## config.mk

```make
export PLATFORM = sky130hd
export DESIGN_NAME = fb_scanout
export DESIGN_NICKNAME = d
export VERILOG_FILES = /design/src/rtl/fb_scanout.sv
export SDC_FILE = /design/constraint.sdc
export NUM_CORES = 1
export LEC_CHECK = 0
export ABC_AREA = 1
export CORE_ASPECT_RATIO = 0.5
export CORE_UTILIZATION = 53
export DETAILED_ROUTE_END_ITERATION = 12
export PLACE_DENSITY = 0.73
export REMOVE_ABC_BUFFERS = 1
export SLEW_MARGIN = 20
export SYNTH_ARGS = -nofsm -noshare
export SYNTH_HDL_FRONTEND = slang
export SYNTH_SLANG_ARGS = --single-unit
```

## constraint.sdc

```tcl
create_clock -name clk -period 2.6 [get_ports clk]
set_clock_uncertainty 0.1 [all_clocks]
set_input_delay 0.39 -clock clk [delete_from_list [all_inputs] [get_ports clk]]
set_output_delay 0.39 -clock clk [all_outputs]
set_load 0.01 [all_outputs]
```

## src/rtl/fb_scanout.sv

```systemverilog
// fb_scanout: framebuffer scanout, fetches words into a FIFO and streams decoded pixels
// Ports: clk/rst (async active-high); start/continuous frame control;
//   mem_req/mem_addr/mem_ack/mem_rdata word read channel;
//   pix_valid/pix_ready/pix_rgb/pix_x/pix_y/pix_sof/pix_eol pixel stream;
//   busy/frame_done/frame_sum status. Define FB_SCANOUT_FRAME_SUM_EN for the frame_sum accumulator.
module fb_scanout #(
  parameter int          FB_WIDTH     = 320,
  parameter int          FB_HEIGHT    = 240,
  parameter logic [31:0] FB_BASE_ADDR = 32'h10000,
  parameter int          PIX_MODE     = 0,
  parameter int          FIFO_DEPTH   = 16
) (
  input  logic        clk,
  input  logic        rst,
  input  logic        start,
  input  logic        continuous,
  output logic        mem_req,
  output logic [31:0] mem_addr,
  input  logic        mem_ack,
  input  logic [31:0] mem_rdata,
  output logic        pix_valid,
  input  logic        pix_ready,
  output logic [23:0] pix_rgb,
  output logic [15:0] pix_x,
  output logic [15:0] pix_y,
  output logic        pix_sof,
  output logic        pix_eol,
  output logic        busy,
  output logic        frame_done,
  output logic [31:0] frame_sum
);
  localparam int NWORDS = PIX_MODE != 0 ? FB_WIDTH * FB_HEIGHT / 2 : FB_WIDTH * FB_HEIGHT;
  localparam int AW = $clog2(FIFO_DEPTH);
  typedef enum logic [1:0] {IDLE, REQ, DRAIN} state_t;
  state_t state, state_nxt;
  logic [31:0] word_idx;
  logic [31:0] fifo [FIFO_DEPTH];
  logic [AW-1:0] wptr, rptr;
  logic [AW:0] count;
  logic half, wr, hs, pop, last_word, last_pix, start_ok;
  logic [31:0] word;
  logic [15:0] sub;
  logic [23:0] rgb565;
  assign start_ok = start && !frame_done;
  assign mem_req = state == REQ && count < (AW+1)'(FIFO_DEPTH);
  assign mem_addr = FB_BASE_ADDR + (word_idx << 2);
  assign wr = mem_req && mem_ack;
  assign pix_valid = count != '0;
  assign hs = pix_valid && pix_ready;
  assign pop = hs && (PIX_MODE == 0 || half);
  assign last_word = word_idx == 32'(NWORDS - 1);
  assign last_pix = hs && pix_x == 16'(FB_WIDTH - 1) && pix_y == 16'(FB_HEIGHT - 1);
  assign busy = state != IDLE || frame_done;
  assign word = fifo[rptr];
  // RGB565: even pixel in the upper half-word, odd pixel in the lower
  assign sub = half ? word[15:0] : word[31:16];
  assign rgb565 = {sub[15:11], sub[15:13], sub[10:5], sub[10:9], sub[4:0], sub[4:2]};
  assign pix_rgb = !pix_valid ? 24'd0 : PIX_MODE != 0 ? rgb565 : word[31:8];
  assign pix_sof = pix_valid && pix_x == 16'd0 && pix_y == 16'd0;
  assign pix_eol = pix_valid && pix_x == 16'(FB_WIDTH - 1);
  // continuous mode jumps straight back to REQ so the next frame's first
  // request overlaps the frame_done pulse
  always_comb begin
    state_nxt = state;
    case (state)
      IDLE:    state_nxt = start_ok ? REQ : IDLE;
      REQ:     state_nxt = wr && last_word ? DRAIN : REQ;
      DRAIN:   state_nxt = last_pix ? (continuous ? REQ : IDLE) : DRAIN;
      default: state_nxt = IDLE;
    endcase
  end
  always_ff @(posedge clk) if (wr) fifo[wptr] <= mem_rdata;
  always_ff @(posedge clk or posedge rst) begin
    if (rst) begin
      state <= IDLE;
      word_idx <= '0;
      wptr <= '0;
      rptr <= '0;
      count <= '0;
      half <= 1'b0;
      pix_x <= '0;
      pix_y <= '0;
      frame_done <= 1'b0;
    end else begin
      state <= state_nxt;
      frame_done <= last_pix;
      count <= count + (AW+1)'(wr) - (AW+1)'(pop);
      if (wr) begin
        wptr <= wptr + 1'b1;
        word_idx <= last_word ? '0 : word_idx + 32'd1;
      end
      if (pop) rptr <= rptr + 1'b1;
      if (hs && PIX_MODE != 0) half <= ~half;
      if (hs) begin
        pix_x <= pix_eol ? 16'd0 : pix_x + 16'd1;
        if (pix_eol) pix_y <= pix_y == 16'(FB_HEIGHT - 1) ? 16'd0 : pix_y + 16'd1;
      end
    end
  end
`ifdef FB_SCANOUT_FRAME_SUM_EN
  logic [31:0] sum;
  // the sof pixel restarts the sum so a continuous restart never loses the last pixel
  always_ff @(posedge clk or posedge rst) begin
    if (rst) sum <= '0;
    else if (state == IDLE && start_ok) sum <= '0;
    else if (hs) sum <= (pix_sof ? 32'd0 : sum) + {8'h0, pix_rgb};
  end
  assign frame_sum = sum;
`else
  assign frame_sum = 32'd0;
`endif
endmodule

```

==> results of run 1 <==
cell type report:
type | count | area [um2] | share of cell area [%]
clock buffer | 50 | 1080 | 3.97
clock inverter | 26 | 225 | 0.828
inverter | 298 | 1140 | 4.19
multi-input combinational | 1464 | 7220 | 26.5
sequential | 464 | 13600 | 49.8
tap | 540 | 676 | 2.48
timing repair buffer | 264 | 3310 | 12.2
per-stage QoR:
step	power (mW)	setup TNS, ns	cells	hold WS [ns]
after global placement	17.7	0	2973	0.386
after CTS	25.4	-3.01	3093	0.0194
after detailed placement	17.9	-0.00576	2973	0.402
final	26.4	-2.40	3106	0.0211
after global routing	27.6	-4.26	3106	0.0629
after floorplan	13.7	-325.75	2226	0.379
final timing paths:
path                       startpoint           end  slack, ns  cells after the start
min                               rst  word_idx[19]       0.02                      2
max                           rptr[0]   pix_rgb[23]      -0.17                     10
max reg2reg                  count[3]      count[4]       0.17                     13
min in group clk                start      state[0]       0.35                      3
max in group asynchronous         rst       rptr[0]       1.69                      3
min reg2reg                  count[0]      count[0]       0.41                      1
flip-flops by register name, indices dropped and copies added (netlist names):
register and flops:
pix_x 16, word_idx 32, state 2, wptr 4, frame_done 1, rptr 4
pix_y 16, count 5, fifo 384
kinds of logic (layout without fill, tap and decap cells):
| group | count (synthesis) | in the layout | synth area share, % |
|---|---|---|---|
| other cells | 1 | 34 | 0.0171 |
| fa+ha+maj | 19 | 19 | 1.12 |
| xor+xnor | 46 | 46 | 1.84 |
| compound gates | 81 | 81 | 1.91 |
| buf+inv | 436 | 638 | 8.75 |
| simple gates | 1284 | 1284 | 24.5 |
| flops | 464 | 464 | 61.9 |
repair_timing:
item | 4_1_cts | 5_1_grt
buffers inserted | 32 | 7
pin swaps | 41 | 51
cloned | 12 | 10
setup endpoints to repair | 41 | 34
resized for setup | 223 | 114
placed cells by master, fill, tap and decap left out, types with 14 or more instances in the layout:
master,count
buf_12,50
nand2_2,35
a21oi_2,21
nor3_1,14
inv_1,285
nand3_1,246
buf_4,52
nor2_1,172
o21ai_1,19
o21ai_0,28
nand2_1,692
xor2_1,42
dfrtp_1,70
nand4_1,20
nor2_4,18
buf_2,23
nand3_2,54
edfxtp_1,384
ha_1,16
conb_1,34
clkdlybuf4s50_1,80
clkbuf_16,52
where the power goes:
| group | internal, mW | total, mW | switching, mW | leakage, nW |
|---|---|---|---|---|
| Clock | 3.21 | 6.07 | 2.85 | 0.629 |
| Sequential | 8.61 | 8.98 | 0.365 | 4.42 |
| Combinational | 4.82 | 11.4 | 6.56 | 6.52 |
| Total | 16.6 | 26.4 | 9.78 | 11.6 |
metal layers:
| metal | up-vias | GRT usage [%] |
|---|---|---|
| li1 | 7888 | - |
| met1 | 8099 | 39.1 |
| met2 | 870 | 41.8 |
| met3 | 107 | 4.14 |
| met4 | 0 | 7.82 |
| met5 | - | 0 |
==> metrics.csv, run 1 <==
metric,value,unit
vias per inst,5.46,
violated checks,negative setup slack,
diode count,0,
Die W,289,um
"Net count, final",2591,
routed len/inst,18.5,um
vias,16964,
fin crit share,107,%
HP Class,in -> async,
Total Wirelength,57.6,mm
CTS tree,yes,
Final Hold Viols,0,
max-cap violations,0,
Worst path slowest cell,dfrtp_4,
Slew headroom,56.5,%
CP Capture Type,output port,
Worst VDD drop,614,uV
metal1 wirelength,23.7,mm
Netlist cell types,37,
Area contributors post-synth,"edfxtp_1 (53%), nand2_1 (13%), dfrtp_1 (9.2%)",
initial antenna violation count,0,
WL met2,26.9,mm
total track usage,26.8,%
detailed placement HPWL,31.8,mm
DRT antenna net count,0,
post-route cell area,27200,um2
Most used DFF post-synth,edfxtp_1,
Worst setup SP type,register,
cell taking the most area after synthesis,edfxtp_1,
wire length on met3,5.71,mm
Synth top area share,52.7,%
H-Tree Depth,2,
# port buffers,121,
worst path required time,2.11,ns
pin count of the biggest net entering global routing,64,
Filler Cell Count,2947,
Initial Utilization,54.0,%
Seq cells post-synth,464,
kind of cell adding the most delay to the critical path,buffers and inverters,
"count leader, synth",nand2_1,
Tmin final,2.77,ns
Leakage,11.6,nW
CTS sink cnt,464,
number of global-route vias before repair,16274,
share of layout cells above drive strength 1,16.1,%
GRT overflow,0,
fmax,361,MHz
# DRC,0,
placed instance area,24400,um2
Synth Warn #,0,
"top cells by count, synth","nand2_1 (735), edfxtp_1 (384), nand3_1 (301)",
worst slack at placement,-0.00406,ns
Finished Core Util,67.1,%
Synth async-reset ratio,17.2,%
Synth Area per Inst,9.38,um2
die area,42100,um2
synthesized area,21900,um2
max incr delay on CP,0.52,ns
Core Rows,52,
die height,146,um
final weighted congestion in routability-driven placement,0.900,
first-pass GRT wire length,87.1,mm
TritonCTS Buffers,42,
Worst Tran Pin Value,0.651,ns
first-pass iteration count of the detailed router,6,
Power Density,971,nW/um2
Post-Synthesis Cells,2331,
# setup viols final,24,
CTS max path bufs,3,
clk_lat worst skew,0.56,ns
Worst Path Max Fanout,6,
Post-synth EDFFs,384,
drt first-iter violations,2080,
Final WS setup,-0.173,ns
"Clk pin slew, worst setup/hold paths",0.06,ns
hold buffer count at cts,0,
Placeable Area,40500,um2
crit path kind,reg -> out,
max-slew violations,0,
crit path buf inv count,4,
WP data arrival,2.28,ns
# IOs,164,
Area Growth Syn to Fin,24.4,%
Clock Root Buffer,clkbuf_16,
Top Metal Used,met4,
"Seq/Total Area, Yosys",61.9,%
CP cell instances,buf_6 -> buf_6 -> buf_12 -> nor2_1 -> nor2_1 -> o21ai_1 -> nand3_1 -> nand3_2 -> a21oi_2 -> buf_2,
status,"complete, but fails checks",
RSZ-0062 raised after global routing,true,
(Power assumes the default switching activity.)
==> inputs of run 2 (changes only) <==
--- a/config.mk
+++ b/config.mk
@@ -9,6 +9,7 @@
 export CORE_ASPECT_RATIO = 0.5
 export CORE_UTILIZATION = 53
 export DETAILED_ROUTE_END_ITERATION = 12
+export GPL_TIMING_DRIVEN = 1
 export PLACE_DENSITY = 0.73
 export REMOVE_ABC_BUFFERS = 1
 export SLEW_MARGIN = 20
==> results of run 2 <==
The final DEF is identical to that of run 1; final timing and power are the same.
==> inputs of run 3 (changes only) <==
--- a/config.mk
+++ b/config.mk
@@ -10,6 +10,7 @@
 export CORE_UTILIZATION = 53
 export DETAILED_ROUTE_END_ITERATION = 12
 export GPL_TIMING_DRIVEN = 1
+export HOLD_SLACK_MARGIN = 0.1
 export PLACE_DENSITY = 0.73
 export REMOVE_ABC_BUFFERS = 1
 export SLEW_MARGIN = 20
==> run 3 against run 2 <==
Compared with the run above:
- the run still ends with negative setup slack left
- clock power hardly changed
- routed wire length hardly changed
- core utilization hardly changed
- first-iteration DRC count is 0.53% lower
- worst setup slack better by 0.0025 ns
- worst hold slack better by 0.33 ns
- fmax hardly changed
- critical path type unchanged
- largest cell class unchanged
- highest routed layer unchanged
==> metrics.csv, run 3 (same netlist as run 1, synthesis figures left out) <==
metric,value,unit,change
sequential share of power,34.0,%,about the same
Area Growth Syn to Fin,24.5,%,was 24.4%
clock power share,22.9,%,was 23.0%
Biggest register,fifo,,unchanged
TritonCTS Buffers,42,,unchanged
violated checks,negative setup slack,,unchanged
Die W,289,um,unchanged
die area,42100,um2,unchanged
H-Tree Depth,2,,unchanged
Slew headroom,55.1,%,was 56.5%
Design Power,26.4,mW,about the same
Worst setup SP type,register,,unchanged
Worst VDD drop,612,uV,was 614 uV
CTS sink cnt,464,,unchanged
switch share,37.0,%,about the same
Logic pwr share,43.1,%,about the same
detailed placement HPWL,31.8,mm,unchanged
Final Hold Viols,0,,unchanged
Clock Root Buffer,clkbuf_16,,unchanged
share of layout cells above drive strength 1,16.0,%,was 16.1%
fmax,361,MHz,about the same
Core Rows,52,,unchanged
DRT antenna net count,0,,unchanged
number of global-route vias before repair,16275,,about the same
CTS tree,yes,,unchanged
Initial Utilization,54.0,%,unchanged
first-pass GRT wire length,87.1,mm,unchanged
"commonest non-fill, non-tap cell in the layout",nand2_1,,unchanged
WP data arrival,2.28,ns,about the same
max FFs per register,384,,unchanged
CTS max path bufs,3,,unchanged
Placeable Area,40500,um2,unchanged
max-slew violations,0,,unchanged
Switch Pwr,9.77,mW,was 9.78 mW
post-route setup TNS,-2.37,ns,was -2.40 ns
worst path required time,2.11,ns,about the same
Worst Tran Pin Value,0.672,ns,was 0.651 ns
crit path kind,reg -> out,,unchanged
final weighted congestion in routability-driven placement,0.900,,unchanged
vias,16966,,about the same
vias per inst,5.46,,about the same
status,"complete, but fails checks",,unchanged
Leakage,11.6,nW,about the same
clk_lat worst skew,0.56,ns,about the same
die height,146,um,unchanged
Final WS setup,-0.170,ns,was -0.173 ns
fin crit share,107,%,about the same
total track usage,26.8,%,unchanged
max-cap violations,0,,unchanged
design internal power,16.6,mW,about the same
routed len/inst,18.5,um,about the same
GRT overflow,0,,unchanged
# setup viols final,24,,unchanged
most frequent cells in the layout,"nand2_1 (692), edfxtp_1 (384), inv_1 (285)",,unchanged
Worst Reg2Reg Path Length in Cells,13,,unchanged
"Clk pin slew, worst setup/hold paths",0.07,ns,was 0.06 ns
# IOs,164,,unchanged
pin count of the biggest net entering global routing,64,,unchanged
Worst Path Max Fanout,6,,unchanged
RSZ-0062 raised after global routing,true,,unchanged
hold depth,3,,
Power Density,970,nW/um2,was 971 nW/um2
Total Wirelength,57.6,mm,about the same
first-pass iteration count of the detailed router,5,,was 6
"Net count, final",2592,,"was 2,591"
initial antenna violation count,0,,unchanged
diode count,0,,unchanged
Largest regs,"fifo x384, word_idx x32",,unchanged
HP Class,in -> reg,,was in -> async
Tmin final,2.77,ns,about the same
CP Capture Type,output port,,unchanged
drt first-iter violations,2069,,"was 2,080"
# DRC,0,,unchanged
# port buffers,121,,unchanged
-- run 3: cell count changes in the layout (fill, tap and decap cells not counted) --
cell and delta:
dlygate4sd3_1 +1
-- run 3: routing by layer --
layer | GRT usage, % | part of all wire [%] | vias up | wire [um]
met4 | 7.82 | 2.4 | 0 | 1400
met3 | 4.14 | 10 | 114 | 5960
met5 | 0 | 0 | - | 0
li1 | - | - | 7894 | -
met1 | 39.1 | 41 | 8047 | 23600
met2 | 41.8 | 46 | 911 | 26600
-- run 3: through the flow --
step,hold WS [ns],cells,instance area (um2),setup slack [ns],utilization [%]
floorplan,0.379,2226,21200,-4.32,-
global placement,0.386,2973,24400,0.00965,60.2
detailed placement,0.402,2973,24400,-0.00406,60.2
CTS,0.339,3094,26600,-0.233,65.7
global route,0.359,3107,27200,-0.239,67.2
finish,0.353,3107,27200,-0.170,67.2
-- run 3: power groups by stage --
stage	combinational, mW	sequential (mW)	clock [mW]
floorplan	4.18	9.55	0
global placement	8.62	9.08	0
detailed placement	8.80	9.10	0
CTS	10.3	8.96	6.12
global route	12.1	9.03	6.39
finish	11.4	8.97	6.06
-- run 3: path summary, 6_finish.rpt --
check                          from            to  slack, ns
hold / removal                start      state[0]       0.35
max in group asynchronous       rst       rptr[0]       1.13
setup reg to reg           count[3]      count[4]       0.17
min in group asynchronous       rst  word_idx[19]       0.58
hold reg to reg            count[0]      count[0]       0.41
setup / recovery            rptr[0]   pix_rgb[23]      -0.17
-- run 3: timing repair --
action / CTS / global route
endpoints found under the setup margin: 41 / 34
endpoints found under the hold margin: 17 / 0
pin swaps: 41 / 51
cloned: 12 / 10
setup buffers: 32 / 7
hold buffers: 1 / 0
resized for setup: 223 / 114
-- run 3: area by class of cell --
type                       count  area, um2
inverter                     298       1140
clock inverter                26        225
clock buffer                  50       1080
timing repair buffer         265       3320
tap                          540        676
multi-input combinational   1464       7220
sequential                   464      13600
fill                        2946      13300
-- run 3: worst max-delay path, stage by stage, from the launching register on --
cell     delay [ns]
dfrtp_4        0.52
buf_6          0.15
buf_6          0.12
buf_12         0.11
nor2_1         0.05
nor2_1         0.10
o21ai_1        0.09
nand3_1        0.11
nand3_2        0.08
a21oi_2        0.22
buf_2          0.17
